<file path="config.mk">
export PLATFORM = sky130hd
export DESIGN_NAME = paddsb_pipe
export DESIGN_NICKNAME = d
export VERILOG_FILES = /design/src/rtl/paddsb_pkg.sv /design/src/rtl/paddsb_lane.sv /design/src/rtl/paddsb_pipe.sv
export SDC_FILE = /design/constraint.sdc
export NUM_CORES = 1
export LEC_CHECK = 0
export ABC_AREA = 0
export CORE_MARGIN = 2
export CORE_UTILIZATION = 52
export CTS_BUF_LIST = sky130_fd_sc_hd__clkbuf_2 sky130_fd_sc_hd__clkbuf_4 sky130_fd_sc_hd__clkbuf_8
export CTS_CLUSTER_SIZE = 30
export DETAILED_ROUTE_END_ITERATION = 10
export PLACE_DENSITY = 0.82
export SETUP_SLACK_MARGIN = 0.2
export SLEW_MARGIN = 25
export SYNTH_ARGS = -nofsm -noshare
export SYNTH_HDL_FRONTEND = slang
export SYNTH_SLANG_ARGS = --single-unit
</file>
<file path="constraint.sdc">
create_clock -name clk -period 2.8 [get_ports clk]
set_clock_uncertainty 0.1 [all_clocks]
set_input_delay 0.7 -clock clk [delete_from_list [all_inputs] [get_ports clk]]
set_output_delay 0.7 -clock clk [all_outputs]
set_load 0.01 [all_outputs]
</file>
<file path="src/rtl/paddsb_pkg.sv">
// paddsb_pkg: shared definitions for the packed-lane signed add/sub pipeline.
//   - op encodings (OP_ADD_WRAP .. OP_SUB_SAT) and op field decoders
//   - nlanes(): number of lanes for a given operand/lane width
//   - sat_max()/sat_min(): signed saturation limits for a lane width,
//     returned zero-extended to 64 bits; callers slice the low lane_w bits.
package paddsb_pkg;

  localparam logic [1:0] OP_ADD_WRAP = 2'b00;
  localparam logic [1:0] OP_ADD_SAT  = 2'b01;
  localparam logic [1:0] OP_SUB_WRAP = 2'b10;
  localparam logic [1:0] OP_SUB_SAT  = 2'b11;

  function automatic int nlanes(input int data_w, input int lane_w);
    return data_w / lane_w;
  endfunction

  // Largest positive value of a lane: 0111..1
  function automatic logic [63:0] sat_max(input int lane_w);
    return (64'd1 << (lane_w - 1)) - 64'd1;
  endfunction

  // Most negative value of a lane: 1000..0
  function automatic logic [63:0] sat_min(input int lane_w);
    return 64'd1 << (lane_w - 1);
  endfunction

  // Bit 1 of op selects subtract, bit 0 selects saturation.
  function automatic logic op_is_sub(input logic [1:0] op);
    return op[1];
  endfunction

  function automatic logic op_is_sat(input logic [1:0] op);
    return op[0];
  endfunction

endpackage

</file>
<file path="src/rtl/paddsb_lane.sv">
// paddsb_lane: combinational add/sub of one signed lane with overflow
// detection and optional saturation.
// Ports:
//   a, b  in  LANE_W  lane operands (two's complement)
//   sub   in  1       1 = a - b, 0 = a + b
//   sat   in  1       1 = clamp on overflow, 0 = keep wrapped result
//   res   out LANE_W  lane result
//   ovf   out 1       signed overflow of the raw result (reported in both modes)
module paddsb_lane
  import paddsb_pkg::*;
#(
  parameter int LANE_W = 4
) (
  input  logic [LANE_W-1:0] a,
  input  logic [LANE_W-1:0] b,
  input  logic              sub,
  input  logic              sat,
  output logic [LANE_W-1:0] res,
  output logic              ovf
);

  localparam logic [63:0]       MAX_FULL = sat_max(LANE_W);
  localparam logic [63:0]       MIN_FULL = sat_min(LANE_W);
  localparam logic [LANE_W-1:0] LANE_MAX = MAX_FULL[LANE_W-1:0];
  localparam logic [LANE_W-1:0] LANE_MIN = MIN_FULL[LANE_W-1:0];

  logic [LANE_W-1:0] b_eff;
  logic [LANE_W-1:0] raw;

  // Lane arithmetic: subtract is a + ~b + 1. Comparing sign(a) against the
  // sign of the effective addend covers both the add and sub overflow rules.
  always_comb begin
    b_eff = sub ? ~b : b;
    raw   = a + b_eff + {{(LANE_W-1){1'b0}}, sub};
    ovf   = (a[LANE_W-1] == b_eff[LANE_W-1]) && (raw[LANE_W-1] != a[LANE_W-1]);
    if (sat && ovf) begin
      res = a[LANE_W-1] ? LANE_MIN : LANE_MAX;
    end else begin
      res = raw;
    end
  end

endmodule

</file>
<file path="src/rtl/paddsb_pipe.sv">
// paddsb_pipe: two-stage pipelined packed-lane signed add/sub with per-lane
// saturate/wrap mode, valid/ready handshake and sticky overflow statistics.
// Ports:
//   clk, rst         clock; synchronous active-high reset
//   in_valid/ready   operand beat handshake (a, b, op)
//   a, b             DATA_W operands, lanes packed LSB-first
//   op               00 add-wrap, 01 add-sat, 10 sub-wrap, 11 sub-sat
//   out_valid/ready  result beat handshake (sum, lane_ovf, err)
//   sum              packed per-lane result
//   lane_ovf         per-lane signed overflow of the current result
//   err              OR of lane_ovf
//   clr_stats        synchronous clear of sticky_err / ovf_cnt (wins over an event)
//   sticky_err       set by any transferred result beat with err=1
//   ovf_cnt          saturating count of transferred result beats with err=1
module paddsb_pipe
  import paddsb_pkg::*;
#(
  parameter int DATA_W = 16,
  parameter int LANE_W = 4,
  parameter int CNT_W  = 8
) (
  input  logic                     clk,
  input  logic                     rst,
  input  logic                     in_valid,
  output logic                     in_ready,
  input  logic [DATA_W-1:0]        a,
  input  logic [DATA_W-1:0]        b,
  input  logic [1:0]               op,
  output logic                     out_valid,
  input  logic                     out_ready,
  output logic [DATA_W-1:0]        sum,
  output logic [DATA_W/LANE_W-1:0] lane_ovf,
  output logic                     err,
  input  logic                     clr_stats,
  output logic                     sticky_err,
  output logic [CNT_W-1:0]         ovf_cnt
);

  localparam int NLANES = nlanes(DATA_W, LANE_W);

  // Reject geometries that would let a lane straddle the operand boundary.
  if ((DATA_W % LANE_W) != 0) begin : g_bad_data_w
    $error("paddsb_pipe: DATA_W must be a multiple of LANE_W");
  end
  if (LANE_W < 2) begin : g_bad_lane_w
    $error("paddsb_pipe: LANE_W must be at least 2");
  end

  logic              s1_valid;
  logic [DATA_W-1:0] s1_a;
  logic [DATA_W-1:0] s1_b;
  logic [1:0]        s1_op;
  logic              s1_sub;
  logic              s1_sat;
  logic              s1_adv;
  logic              s2_adv;
  logic              xfer_err;
  logic [DATA_W-1:0] calc_sum;
  logic [NLANES-1:0] calc_ovf;

  // Handshake: a stage may advance when it is empty or its successor advances.
  always_comb begin
    s2_adv   = !out_valid || out_ready;
    s1_adv   = !s1_valid || s2_adv;
    in_ready = s1_adv;
    xfer_err = out_valid && out_ready && err;
    s1_sub   = op_is_sub(s1_op);
    s1_sat   = op_is_sat(s1_op);
  end

  // Stage 1: capture operands and op on an input transfer.
  always_ff @(posedge clk) begin
    if (rst) begin
      s1_valid <= 1'b0;
      s1_a     <= {DATA_W{1'b0}};
      s1_b     <= {DATA_W{1'b0}};
      s1_op    <= 2'b00;
    end else if (s1_adv) begin
      s1_valid <= in_valid;
      if (in_valid) begin
        s1_a  <= a;
        s1_b  <= b;
        s1_op <= op;
      end
    end
  end

  // Independent lanes between S1 and S2; no carry crosses a lane boundary.
  for (genvar i = 0; i < NLANES; i++) begin : g_lane
    paddsb_lane #(.LANE_W(LANE_W)) u_lane (
      .a   (s1_a[i*LANE_W +: LANE_W]),
      .b   (s1_b[i*LANE_W +: LANE_W]),
      .sub (s1_sub),
      .sat (s1_sat),
      .res (calc_sum[i*LANE_W +: LANE_W]),
      .ovf (calc_ovf[i])
    );
  end

  // Stage 2: register lane results; they hold while the consumer stalls.
  always_ff @(posedge clk) begin
    if (rst) begin
      out_valid <= 1'b0;
      sum       <= {DATA_W{1'b0}};
      lane_ovf  <= {NLANES{1'b0}};
      err       <= 1'b0;
    end else if (s2_adv) begin
      out_valid <= s1_valid;
      if (s1_valid) begin
        sum      <= calc_sum;
        lane_ovf <= calc_ovf;
        err      <= |calc_ovf;
      end
    end
  end

  // Overflow statistics: clear has priority, counter saturates at all-ones.
  always_ff @(posedge clk) begin
    if (rst) begin
      sticky_err <= 1'b0;
      ovf_cnt    <= {CNT_W{1'b0}};
    end else if (clr_stats) begin
      sticky_err <= 1'b0;
      ovf_cnt    <= {CNT_W{1'b0}};
    end else if (xfer_err) begin
      sticky_err <= 1'b1;
      if (ovf_cnt != {CNT_W{1'b1}}) begin
        ovf_cnt <= ovf_cnt + {{(CNT_W-1){1'b0}}, 1'b1};
      end
    end
  end

endmodule
</file>
==> results summary <==
The library cell occupying the most area in the post-synthesis netlist is dfxtp_1. The distinct cell type count of the synthesized netlist came out at 48. The maximum resistive drop on vdd is 0.000347 V. The insertion delay of the later-clocked pin in the worst-skew pair came out at roughly 0.33 ns. The headroom to the max-slew limit came out at 0.656. The clock net sink count is 66. Static timing analysis puts the maximum clock frequency at 0.404 GHz. The count of buffers from port buffering came out at 70. The die covers between 0.006 and 0.007 mm2.

STA classifies the critical path startpoint as an input pin. The final weighted congestion in routability-driven placement came out at a little under 0.8. Data arrives at the worst endpoint at 1.68 ns. Grouping stages by cell kind, the critical path spends the most delay in buffers and inverters. The commonest cells after synthesis are nand2_1, dfxtp_1, a21oi_1. Synthesis produced a netlist with a net count of 432. The number of clock buffers inserted by TritonCTS is 9.

The relative area change from synthesis to final layout is 30.3%. The worst path meets setup with about 0.32 ns of slack. For the final routed database, the setup TNS stands at 0 ns. The maximum net fanout on the critical path is 3. The average vias per placed instance is between 5 and 6. For this run, the number of Yosys warnings is 0.

The critical path capture point is in_ready. The detailed-route DRC error count came out at 0. The net count of the finished layout is 500. The share of synthesized area in the top cell type comes to 0.415. For this run, the detailed router's first-pass iteration total came to 5.

The area taken by flip-flops and latches came out at ~0.0013 mm2. The initial antenna violation count is 0. The depth of the most critical reg-to-reg path is 7. The primary flip-flop cell chosen by synthesis mapping is dfxtp_1. The count of flip-flops with a built-in enable after synthesis came out at 0. The total congestion overflow is 0. The final max-slew violation count is 0. The data required time of the critical path is roughly 2 ns.

The setup slack of the worst register-to-register path came out at about 0.45 ns. Of all flip-flops after synthesis, the portion carrying an async set or reset was 0. The fill cell instance count of the final layout is just under 500. The power per standard cell area is 534 mW/mm2. The remaining number of nets flagged by the antenna check after routing is 0.

Hold timing on the final database bottoms out at a slack of 0.362 ns. The number of buffers and inverters on the critical path is 2. The type of the worst setup path is in2out. No sink is reached through more buffers than the 2 on the longest clock path. The first global-routing pass estimated 11,900 um of wire. Summing all placed instances gives a cell area of 0.00394 mm2.

The share of the clock period used by the worst path after layout is 0.884. Setup violations remaining at the end of the flow were counted as 0. After synthesis, the cell types taking the most area are dfxtp_1, nand2_1, a21oi_1. After floorplanning, the core was divided into 28 placement rows. The per-cell routed wire length is 13.6 um. The fraction of layout cells with a size suffix above 1 is 0.0861. The slew at the pin with the worst max-slew slack came out at between 0.5 and 0.6 ns.

The width of the chip is slightly above 80 um. The type of the worst min-delay path is reg2reg. The number of diodes added for antenna fixing is 0. In the final layout, the multi-input gates occupy roughly 0.0017 mm2.

The leading cell type by number of instances after synthesis is nand2_1. The number of failing hold endpoints at the final stage is 0. In this run the critical register-to-register path is captured at sum[6]. The number of global-route vias before repair is between 2,000 and 3,000. After synthesis, the mean cell area works out to between 8 and 9 um2. The tool flagged a number of max-cap violations equal to 0.

The tree is rooted in a clkbuf_8. The synthesized instance count came out at 380. The number of violations reported at the end of detailed-routing iteration 0 is roughly 120.

After synthesis the netlist holds a flip-flop and latch count of 66. The initial utilization of the core area, before any placement, comes to 0.538. The chip height is slightly above 80 um. The worst setup path is captured at an output port. The run finished with clean final reports. The number of buffers inserted to repair setup after CTS came out at 0.

In this run the standard cell core region covers a little under 0.006 mm2. The clock tree synthesis step divided the H-tree into 3 levels. The finished layout cell area is between 0.004 and 0.005 mm2. Including well taps, the total number of placed cells is 512. The depth of the critical timing path with buffers and inverters included is 4. The final critical path time including I/O delays and setup came out at approximately 2.5 ns.

The cell type of the slowest stage on the worst timing path is clkdlybuf4s50_1. At the placement stage, the worst setup path has a slack of between 0.1 and 0.15 ns. Entering global routing, the biggest net connects 35 pins.

Walking the worst path, the cells encountered are clkdlybuf4s50_1 > nor2b_1 > nand2_1 > dlygate4sd2_1. The cell area after technology mapping is 0.00318 mm2. TritonCTS built the clock tree. The maximum cell stage delay along the critical path is ~0.41 ns. The origin of the worst setup path is out_ready. The half-perimeter wire length of the detailed placement result is 5280 um. The clock transition at the registers of the reported paths is about 0.080 ns.

Setup repair after global routing left no endpoint under its margin. The sequential cell area fraction in the yosys report came out at 0.415. In this run the critical register-to-register path is launched from s1_op[1]. The count of pins on the block boundary is just over 70. The leakage power total came out at around 1.7 nW. For this run, the total global-route usage over all layers was measured as 0.229.

The routed layout has 2,817 vias. Summed over all layers, the routed wires come to ~7200 um. Leaving out filler cells and counting taps, the final layout contains 528.
-- flip-flops by register name, summed over array words and instances (netlist names) --
name	flops
lane_ovf	4
s1_a	16
sum	16
err	1
s1_b	16
s1_op	2
s1_valid	1
ovf_cnt	8
out_valid	1
sticky_err	1
-- worst min-delay path, cell delays in order, from the launching register on --
cell,delay (ns)
dfxtp_1,0.33
nand2_1,0.04
o21ai_0,0.06
-- timing repair --
item / CTS / global route
gates resized for setup: 1 / 1
endpoints found under the hold margin: 0 / 0
setup endpoints to repair: 1 / 17
hold buffers: 0 / 0
-- worst min-delay path by stage --
stage,startpoint,to,cells after the start
2_1_floorplan,s1_a[10],s1_a[10],2
3_3_place_gp,sum[9],sum[9],2
3_5_place_dp,sum[8],sum[8],2
4_1_cts,sum[8],sum[8],2
5_1_grt,sum[8],sum[8],2
6_report,sum[8],sum[8],2
-- layout make-up --
type	instances	share of cell area
clock inverters	6	0.0160
clock buffers	10	0.0332
repair buffers	78	0.185
flip-flops and latches	66	0.319
well taps	75	0.0226
inverters	6	0.00543
multi-input cells	287	0.419
-- placed cells by master (no fill, tap or decap), types with 2 or more instances in the layout --
cell type / count
nand2_1: 87
and2_1: 2
nor4b_1: 2
fa_1: 4
nand2b_1: 2
clkdlybuf4s50_1: 68
clkinvlp_4: 3
nor2_1: 28
o21bai_1: 4
a211o_1: 2
a311oi_1: 3
nor2b_1: 2
a21oi_1: 44
nor3_1: 10
and3_1: 4
inv_1: 6
buf_4: 7
ha_1: 9
or3_1: 2
or2_2: 3
o21ai_0: 9
o221a_2: 3
dfxtp_1: 65
clkbuf_8: 10
a221o_1: 2
a211oi_1: 5
a31oi_1: 2
mux2i_1: 7
nand3_1: 3
xor2_1: 21
xnor2_1: 5
nand4_1: 2
mux2_2: 2
o21a_1: 4
-- through the flow --
step,power (mW),util
2_1_floorplan,1.27,-
3_3_place_gp,1.41,0.666
3_5_place_dp,1.43,0.666
4_1_cts,2.23,0.700
5_1_grt,2.31,0.701
6_report,2.21,0.701
-- layer usage --
metal	GRT usage	routed length, um
met5	0	0
met4	0.100	91
met3	0.0359	281
met2	0.415	3650
met1	0.266	3190
-- cell families after synthesis --
| family | count (synthesis) | share of synthesized area |
|---|---|---|
| simple gates | 151 | 0.205 |
| compound gates | 88 | 0.180 |
| flops | 66 | 0.415 |
| buf+inv | 27 | 0.0389 |
| xor+xnor | 26 | 0.0715 |
| fa+ha+maj | 13 | 0.0605 |
| mux | 9 | 0.0291 |
-- where the power goes --
part / leakage, nW / internal [mW] / switching (mW) / total, mW
registers: 0.542 / 0.990 / 0.0480 / 1.04
logic: 1.03 / 0.188 / 0.180 / 0.368
clock network: 0.0945 / 0.435 / 0.372 / 0.807
total: 1.67 / 1.61 / 0.600 / 2.21
Power figures use the tool's default switching activity.
